**src/rtl/stv_width_packer.sv**
```systemverilog
// stv_width_packer: collects RATIO narrow beats into one wide word for a
// downstream wide FIFO. A din_last beat closes a partial word early, and
// dout_keep marks which lanes of that word were actually written.
module stv_width_packer #(
    parameter int IN_WIDTH = 8,
    parameter int RATIO = 4,
    localparam int OUT_WIDTH = IN_WIDTH * RATIO,
    localparam int IDXWIDTH = $clog2(RATIO)
) (
    input  logic                 clk,
    input  logic                 arst_n,
    input  logic                 clear,
    input  logic                 din_valid,
    output logic                 din_ready,
    input  logic [IN_WIDTH-1:0]  din,
    input  logic                 din_last,
    output logic                 dout_valid,
    input  logic                 dout_ready,
    output logic [OUT_WIDTH-1:0] dout,
    output logic [RATIO-1:0]     dout_keep,
    output logic                 dout_last,
    output logic [IDXWIDTH-1:0]  lane
);

    typedef enum logic {
        FILL,
        HOLD
    } state_t;

    state_t state;

    logic                 accept;
    logic                 pop;
    logic                 close;
    logic [OUT_WIDTH-1:0] word_ins;
    logic [RATIO-1:0]     keep_ins;

    // The buffer itself is the output register, so a held word never changes.
    assign dout_valid = (state == HOLD);
    assign din_ready  = !dout_valid || dout_ready;
    assign accept     = din_valid && din_ready;
    assign pop        = dout_valid && dout_ready;
    assign close      = (lane == IDXWIDTH'(RATIO - 1)) || din_last;

    // Merge the incoming beat into its lane; a word leaving this cycle is replaced by an empty one first.
    always_comb begin
        word_ins = pop ? '0 : dout;
        keep_ins = pop ? '0 : dout_keep;
        word_ins[int'(lane) * IN_WIDTH +: IN_WIDTH] = din;
        keep_ins[lane] = 1'b1;
    end

    // FILL/HOLD state machine owning the buffer, keep mask, last flag and fill level.
    always_ff @(posedge clk or negedge arst_n) begin
        if (!arst_n) begin
            state     <= FILL;
            lane      <= '0;
            dout      <= '0;
            dout_keep <= '0;
            dout_last <= 1'b0;
        end else if (clear) begin
            state     <= FILL;
            lane      <= '0;
            dout      <= '0;
            dout_keep <= '0;
            dout_last <= 1'b0;
        end else if (accept) begin
            dout      <= word_ins;
            dout_keep <= keep_ins;
            if (close) begin
                state     <= HOLD;
                lane      <= '0;
                dout_last <= din_last;
            end else begin
                state     <= FILL;
                lane      <= lane + IDXWIDTH'(1);
                dout_last <= 1'b0;
            end
        end else if (pop) begin
            state     <= FILL;
            dout      <= '0;
            dout_keep <= '0;
            dout_last <= 1'b0;
        end
    end

`ifndef SYNTHESIS
    // A packer needs at least two lanes to pack anything.
    if (RATIO < 2) begin : g_bad_ratio
        $error("stv_width_packer: RATIO must be greater than 1");
    end

    // A stalled output word must stay put until the consumer takes it.
    a_hold_stable : assert property (@(posedge clk) disable iff (!arst_n)
        (dout_valid && !dout_ready && !clear) |=>
        (dout_valid && $stable(dout) && $stable(dout_keep) && $stable(dout_last)));

    // A producer that is back-pressured must keep offering the same beat.
    a_din_stable : assert property (@(posedge clk) disable iff (!arst_n)
        (din_valid && !din_ready && !clear) |=>
        (clear || (din_valid && $stable(din))));
`endif

endmodule
```
**config.mk**
```make
export PLATFORM = sky130hd
export DESIGN_NAME = stv_width_packer
export DESIGN_NICKNAME = d
export VERILOG_FILES = /design/src/rtl/stv_width_packer.sv
export SDC_FILE = /design/constraint.sdc
export NUM_CORES = 1
export LEC_CHECK = 0
export CORE_MARGIN = 3
export CORE_UTILIZATION = 52
export CTS_CLUSTER_SIZE = 10
export DETAILED_ROUTE_END_ITERATION = 8
export PLACE_DENSITY = 0.93
export SLEW_MARGIN = 20
export SYNTH_ARGS = -nofsm -noshare
export SYNTH_HDL_FRONTEND = slang
export SYNTH_SLANG_ARGS = --single-unit
```
**constraint.sdc**
```tcl
create_clock -name clk -period 4.9 [get_ports clk]
set_clock_uncertainty 0.05 [all_clocks]
set_input_delay 1.225 -clock clk [delete_from_list [all_inputs] [get_ports clk]]
set_output_delay 1.225 -clock clk [all_outputs]
set_load 0.1 [all_outputs]
```
### Yosys cells after proc, flatten, opt, wreduce, memory -nomap -nowiden

Index checks and enable logic that the tools add are counted.

| cells by class | value |
|---|---|
| add/sub/neg operators | 2 |
| magnitude comparators | 2 |
| equal/unequal tests | 1 |
| shift operators | 2 |
| muxes and demuxes | 19 |
| bitwise logic cells | 1 |
| reductions and logical operators | 8 |

Operators with widths:

| operator | number |
|---|---|
| $mux W32 | 3 |
| $neg A5 Y33 | 1 |
| $shift A8 B33 Y32 const A | 1 |
| $shiftx A8 B33 Y32 | 1 |
| $bwmux W32 | 1 |
| $mux W4 | 3 |
| $mux W1 | 8 |
| $mux W2 | 3 |
| $or A4 B4 Y4 | 1 |
| $logic_and A1 B1 Y1 | 3 |
| $lt A2 B3 Y1 const B | 1 |
| $reduce_bool A3 Y1 | 1 |
| $add A2 B1 Y2 const B | 1 |
| $demux W1 S2 | 1 |
| $eq A2 B2 Y1 const B | 1 |
| $ge A2 B1 Y1 const B | 1 |
| $logic_or A1 B1 Y1 | 2 |
| $reduce_bool A2 Y1 | 1 |
| $logic_not A1 Y1 | 1 |

| word-level totals | value |
|---|---|
| flip-flop bits (word level) | 40 |
| input bits | 14 |
| output and inout port bits | 41 |
| logic and storage cells | 40 |

### Logic depth before layout (Yosys ltp)

| logic depth | value |
|---|---|
| depth after elaboration | 7 |
| mapped depth | 6 |
| gate-level depth less buffers | 5 |

### Worst setup path before layout

Ideal clock, no wire load.

| path | value |
|---|---|
| path kind | input-to-output |
| start | input port dout_ready |
| end | output port din_ready |
| data arrival time | 1.776 ns |
| data required time | 3.625 ns |
| setup slack | 1.849 ns |
| cell stages on the path | 4 |
| path buffers | 2 |
| cell sequence | nor2b_2 > buf_6 > inv_6 > buf_4 |

| between the ends | value |
|---|---|
| word-level cells in the longest chain between the ends | 1 |

Ends and longest elaborated chain:

| what | line | source |
|---|---|---|
| start: declaration | 18 | `input logic dout_ready,` |
| $logic_or A1 B1 Y1 | 40 | `assign din_ready = !dout_valid \|\| dout_ready;` |
| end: declaration | 14 | `output logic din_ready,` |

No other way between the ends.

### Final worst setup path

Same ends and word-level chain as after synthesis.

==> tab_implementation.tex <==
\begin{tabular}{lr}
\hline
Metric & Value \\
\hline
\multicolumn{2}{l}{\textbf{Status}} \\
\quad Run status & complete, no violations \\
\multicolumn{2}{l}{\textbf{Worst setup path}} \\
\quad Highest fanout seen on the critical path & 34 \\
\quad Most prevalent standard cell on the critical path & sky130\_fd\_sc\_hd\_\_buf\_4 \\
\quad Signal arrival time at the worst endpoint & 2.60 ns \\
\quad Worst setup path class & input port to output pin \\
\quad Capturing element type of the critical path & output pin \\
\quad Longest individual stage delay on the worst path & 0.51 ns \\
\quad Reg-to-reg setup timing slack & between 2 and 3 ns \\
\quad Crit path required time & 3.62 ns \\
\quad Critical Path, Cell by Cell & clkdlybuf4s50\_1 -> nor2b\_2 -> buf\_4 -> inv\_6 -> buf\_4 \\
\quad Launching point of the worst reg2reg path & lane[0] \\
\quad Setup crit start kind & input port \\
\quad Endpoint of the worst-slack reg-to-reg timing path & dout[19] \\
\quad Cell depth of the worst flop-to-flop path & 5 \\
\quad Slowest-stage cell, CP & sky130\_fd\_sc\_hd\_\_clkdlybuf4s50\_1 \\
\multicolumn{2}{l}{\textbf{Final layout}} \\
\quad Multi-input gate area & 926 sq um \\
\quad Area Overhead vs Synth & 30.7\% \\
\quad Fraction of final layout cells with drive strength greater than 1 & 0.0732 \\
\quad Ant diodes & 0 \\
\quad Number of filler cells placed in the layout & 260 \\
\quad Area taken by flip-flops and latches & 1000 sq um \\
\quad Number of nets in the final layout & 267 \\
\quad Non-filler cells, final & 294 \\
\quad Post-layout util & 0.720 \\
\multicolumn{2}{l}{\textbf{GRT}} \\
\quad Antenna violations before repair & 0 \\
\quad Busiest layer in global routing & met2 \\
\quad Met3 track demand over resource & 0.0486 \\
\quad Maximum number of pins on one net before global-route repair & 41 \\
\quad Via count of the first global-routing pass & 1,703 \\
\quad Routing usage on met1 & 0.312 \\
\quad Global routing usage on met2 & 0.387 \\
\quad Total congestion overflow after global routing & 0 \\
\quad Total global-route track usage & 0.238 \\
\quad Wire length of the first global-routing pass & 8210 um \\
\multicolumn{2}{l}{\textbf{Clock network}} \\
\quad Clock-pin slew reported for the worst setup and hold paths after clock tree synthesis & 0.08 ns \\
\quad Root Buffer & sky130\_fd\_sc\_hd\_\_clkbuf\_8 \\
\quad Maximum buffer depth of the clock tree & 2 \\
\quad Clock Sink Count & 40 \\
\quad Post CTS Setup Buffer Count & 0 \\
\quad PostCTS Resize Cnt & 0 \\
\quad Latest clock arrival within the worst-skew pair & 0.29 ns \\
\quad Number of CTS-inserted buffers & 5 \\
\quad Hold Buf Count CTS & 0 \\
\quad CTS tree & yes \\
\quad Depth of the CTS H-tree & 2 \\
\multicolumn{2}{l}{\textbf{Synthesis}} \\
\quad Net count of the mapped netlist & 222 \\
\quad Synth warnings & 0 \\
\quad Cell taking the most area after synthesis & sky130\_fd\_sc\_hd\_\_dfrtp\_1 \\
\quad Post-synthesis cell type count & 25 \\
\quad Synthesized area & 2050 sq um \\
\quad Post-synthesis instance total & 200 \\
\quad Mean Syn Cell Area & 10.2 sq um \\
\quad Share of synthesized area occupied by flip-flops and latches & 0.489 \\
\quad Dominant cells by area after synthesis & sky130\_fd\_sc\_hd\_\_dfrtp\_1 (49\%), sky130\_fd\_sc\_hd\_\_o211ai\_1 (9.2\%), sky130\_fd\_sc\_hd\_\_nand4\_1 (7.9\%), sky130\_fd\_sc\_hd\_\_a21oi\_1 (7.1\%), sky130\_fd\_sc\_hd\_\_ha\_1 (4.9\%) \\
\quad Number of storage elements in the synthesis netlist & 40 \\
\quad Post-synth top area share & 0.489 \\
\multicolumn{2}{l}{\textbf{Floorplan}} \\
\quad Die width & 68.8 um \\
\quad Die ar. & 4730 sq um \\
\quad Core box area & roughly 3700 sq um \\
\quad Height of the chip & slightly below 70 um \\
\quad Row cnt & 22 \\
\quad Initial core utilization & 0.551 \\
\quad \# IOs & 55 \\
\multicolumn{2}{l}{\textbf{Pwr}} \\
\quad Worst supply voltage drop on vdd & 143 uV \\
\quad Power density over the cells & 286 nW/um\^{}2 \\
\quad LEAKAGE & 1.08 nW \\
\multicolumn{2}{l}{\textbf{STA}} \\
\quad Worst max-slew margin expressed relative to the limit & 0.349 \\
\quad Number of endpoints with negative hold slack in the final report & 0 \\
\quad Final setup TNS & 0 ns \\
\quad Number of max-slew violations in the final report & 0 \\
\quad Pin slew with the least headroom to its limit & 0.973 ns \\
\quad Final setup violating endpoints & 0 \\
\quad Min Tclk post-route & 3.88 ns \\
\quad Unrepaired setup endpoints after global routing & no \\
\quad Final critical-path setup slack & 1.02 ns \\
\quad Peak Freq & 258 MHz \\
\quad Final worst-path cycle share & 0.791 \\
\multicolumn{2}{l}{\textbf{Worst hold path}} \\
\quad Origin of the worst min-delay path & dout[4] \\
\quad Capture endpoint of the worst hold path & dout[4] \\
\quad Worst min path class & flop to flop \\
\quad Worst Hold Path Cells & 2 \\
\multicolumn{2}{l}{\textbf{Routing}} \\
\quad DRC violation total after the first TritonRoute iteration & 216 \\
\quad Number of remaining DRC errors & 0 \\
\quad Detailed-route wire length & 5200 um \\
\quad Pre-Repair DR Iteration Count & 5 \\
\quad Antenna viol nets, final & 0 \\
\quad Post-detailed-route via-to-cell ratio & 6.21 \\
\quad Average wire per cell in the routed design & around 18 um \\
\quad Vias & approximately 1,800 \\
\multicolumn{2}{l}{\textbf{Place}} \\
\quad Placed wire-length estimate after detailed placement & 3530 um \\
\quad Placed Instances & 286 \\
\quad Worst slack at placement & $\sim$1.0 ns \\
\quad Number of I/O port buffers & between 50 and 60 \\
\quad GP Congestion & 0.819 \\
\multicolumn{2}{l}{\textbf{Flow run}} \\
\quad \# Max-Cap Violations & 0 \\
\hline
\end{tabular}
==> worst max-delay path, delay by kind of cell <==
| kind | cells | cell delay [ns] |
|---|---|---|
| buffers and inverters | 4 | 1.32 |
| AND/OR/NAND/NOR | 1 | 0.05 |
==> metal layers <==
| layer | wire length (um) | up-vias |
|---|---|---|
| met4 | 110 | 0 |
| li1 | - | 840 |
| met3 | 433 | 12 |
| met1 | 2200 | 872 |
| met5 | 0 | - |
| met2 | 2460 | 101 |
==> cells in the final DEF, fill, tap and decap left out <==
cell type and n:
sky130_fd_sc_hd__clkdlybuf4s50_1 52, sky130_fd_sc_hd__dfrtp_1 40, sky130_fd_sc_hd__a21oi_1 29, sky130_fd_sc_hd__nand4_1 26, sky130_fd_sc_hd__o211ai_1 25, sky130_fd_sc_hd__nand2_1 20, sky130_fd_sc_hd__mux2i_1 8, sky130_fd_sc_hd__ha_1 8
sky130_fd_sc_hd__clkbuf_8 6, sky130_fd_sc_hd__nor2_1 5, sky130_fd_sc_hd__a32oi_1 4, sky130_fd_sc_hd__inv_1 3, sky130_fd_sc_hd__and2_1 3, sky130_fd_sc_hd__o21ai_0 3, sky130_fd_sc_hd__buf_4 3, sky130_fd_sc_hd__nor3b_4 2
sky130_fd_sc_hd__nor2b_2 1, sky130_fd_sc_hd__inv_6 1, sky130_fd_sc_hd__and3b_1 1, sky130_fd_sc_hd__nor3_2 1, sky130_fd_sc_hd__nand3_4 1, sky130_fd_sc_hd__nand3_1 1, sky130_fd_sc_hd__clkinv_4 1, sky130_fd_sc_hd__bufinv_16 1
sky130_fd_sc_hd__buf_2 1
==> cells by family (layout without fill, tap and decap cells) <==
kind of cell    Yosys count  in the layout  synth area share
flops                    40             40             0.489
compound gates           61             61             0.187
buf+inv                  22             68            0.0592
simple gates             61             61             0.177
mux                       8              8            0.0391
fa+ha+maj                 8              8            0.0489
==> cell type report <==
cell class                 count  area share
clock buffer                   6      0.0309
clock inverter                 2      0.0145
inverter                       4     0.00748
multi-input combinational    138       0.346
sequential                    40       0.374
tap                           48      0.0224
timing repair buffer          56       0.205
==> Yosys cell counts <==
| master | count |
|---|---|
| sky130_fd_sc_hd__dfrtp_1 | 40 |
| sky130_fd_sc_hd__a21oi_1 | 29 |
| sky130_fd_sc_hd__nand4_1 | 26 |
| sky130_fd_sc_hd__o211ai_1 | 25 |
| sky130_fd_sc_hd__nand2_1 | 20 |
| sky130_fd_sc_hd__buf_2 | 8 |
| sky130_fd_sc_hd__ha_1 | 8 |
| sky130_fd_sc_hd__mux2i_1 | 8 |
| sky130_fd_sc_hd__nor2_1 | 5 |
| sky130_fd_sc_hd__a32oi_1 | 4 |
| sky130_fd_sc_hd__clkbuf_1 | 4 |
| sky130_fd_sc_hd__and2_1 | 3 |
| sky130_fd_sc_hd__inv_1 | 3 |
| sky130_fd_sc_hd__o21ai_0 | 3 |
| sky130_fd_sc_hd__buf_4 | 2 |
| sky130_fd_sc_hd__buf_6 | 2 |
| sky130_fd_sc_hd__nor3b_4 | 2 |
| sky130_fd_sc_hd__and3b_1 | 1 |
| sky130_fd_sc_hd__buf_1 | 1 |
| sky130_fd_sc_hd__clkbuf_2 | 1 |
| sky130_fd_sc_hd__inv_6 | 1 |
| sky130_fd_sc_hd__nand3_1 | 1 |
| sky130_fd_sc_hd__nand3_4 | 1 |
| sky130_fd_sc_hd__nor2b_2 | 1 |
| sky130_fd_sc_hd__nor3_2 | 1 |
==> sequential cells by signal, summed over array words and instances (netlist names) <==
| name | cells |
|---|---|
| dout | 32 |
| lane | 2 |
| dout_last | 1 |
| dout_keep | 4 |
| dout_valid | 1 |
==> report_power, final <==
group | switching (mW) | internal (mW) | leakage (nW) | total, mW
logic | 0.104 | 0.0350 | 0.462 | 0.139
clock network | 0.117 | 0.166 | 0.0614 | 0.283
registers | 0.00632 | 0.337 | 0.552 | 0.343
total | 0.227 | 0.538 | 1.08 | 0.766
==> how the worst max path moves through the flow <==
| stage | startpoint | end | cells past startpoint |
|---|---|---|---|
| floorplan | dout_ready | din_ready | 4 |
| global placement | dout_ready | din_ready | 5 |
| detailed placement | dout_ready | din_ready | 5 |
| CTS | dout_ready | din_ready | 5 |
| global route | dout_ready | din_ready | 5 |
| finish | dout_ready | din_ready | 5 |
==> metrics by stage <==
stage | power [mW] | cell area [sq um] | hold slack [ns]
5_1_grt | 0.790 | 2680 | 0.506
6_report | 0.766 | 2680 | 0.480
2_1_floorplan | 0.444 | 2050 | 0.879
3_5_place_dp | 0.488 | 2550 | 0.454
4_1_cts | 0.768 | 2680 | 0.483
3_3_place_gp | 0.485 | 2550 | 0.462
Note: power is estimated with default switching activity, not from simulation.
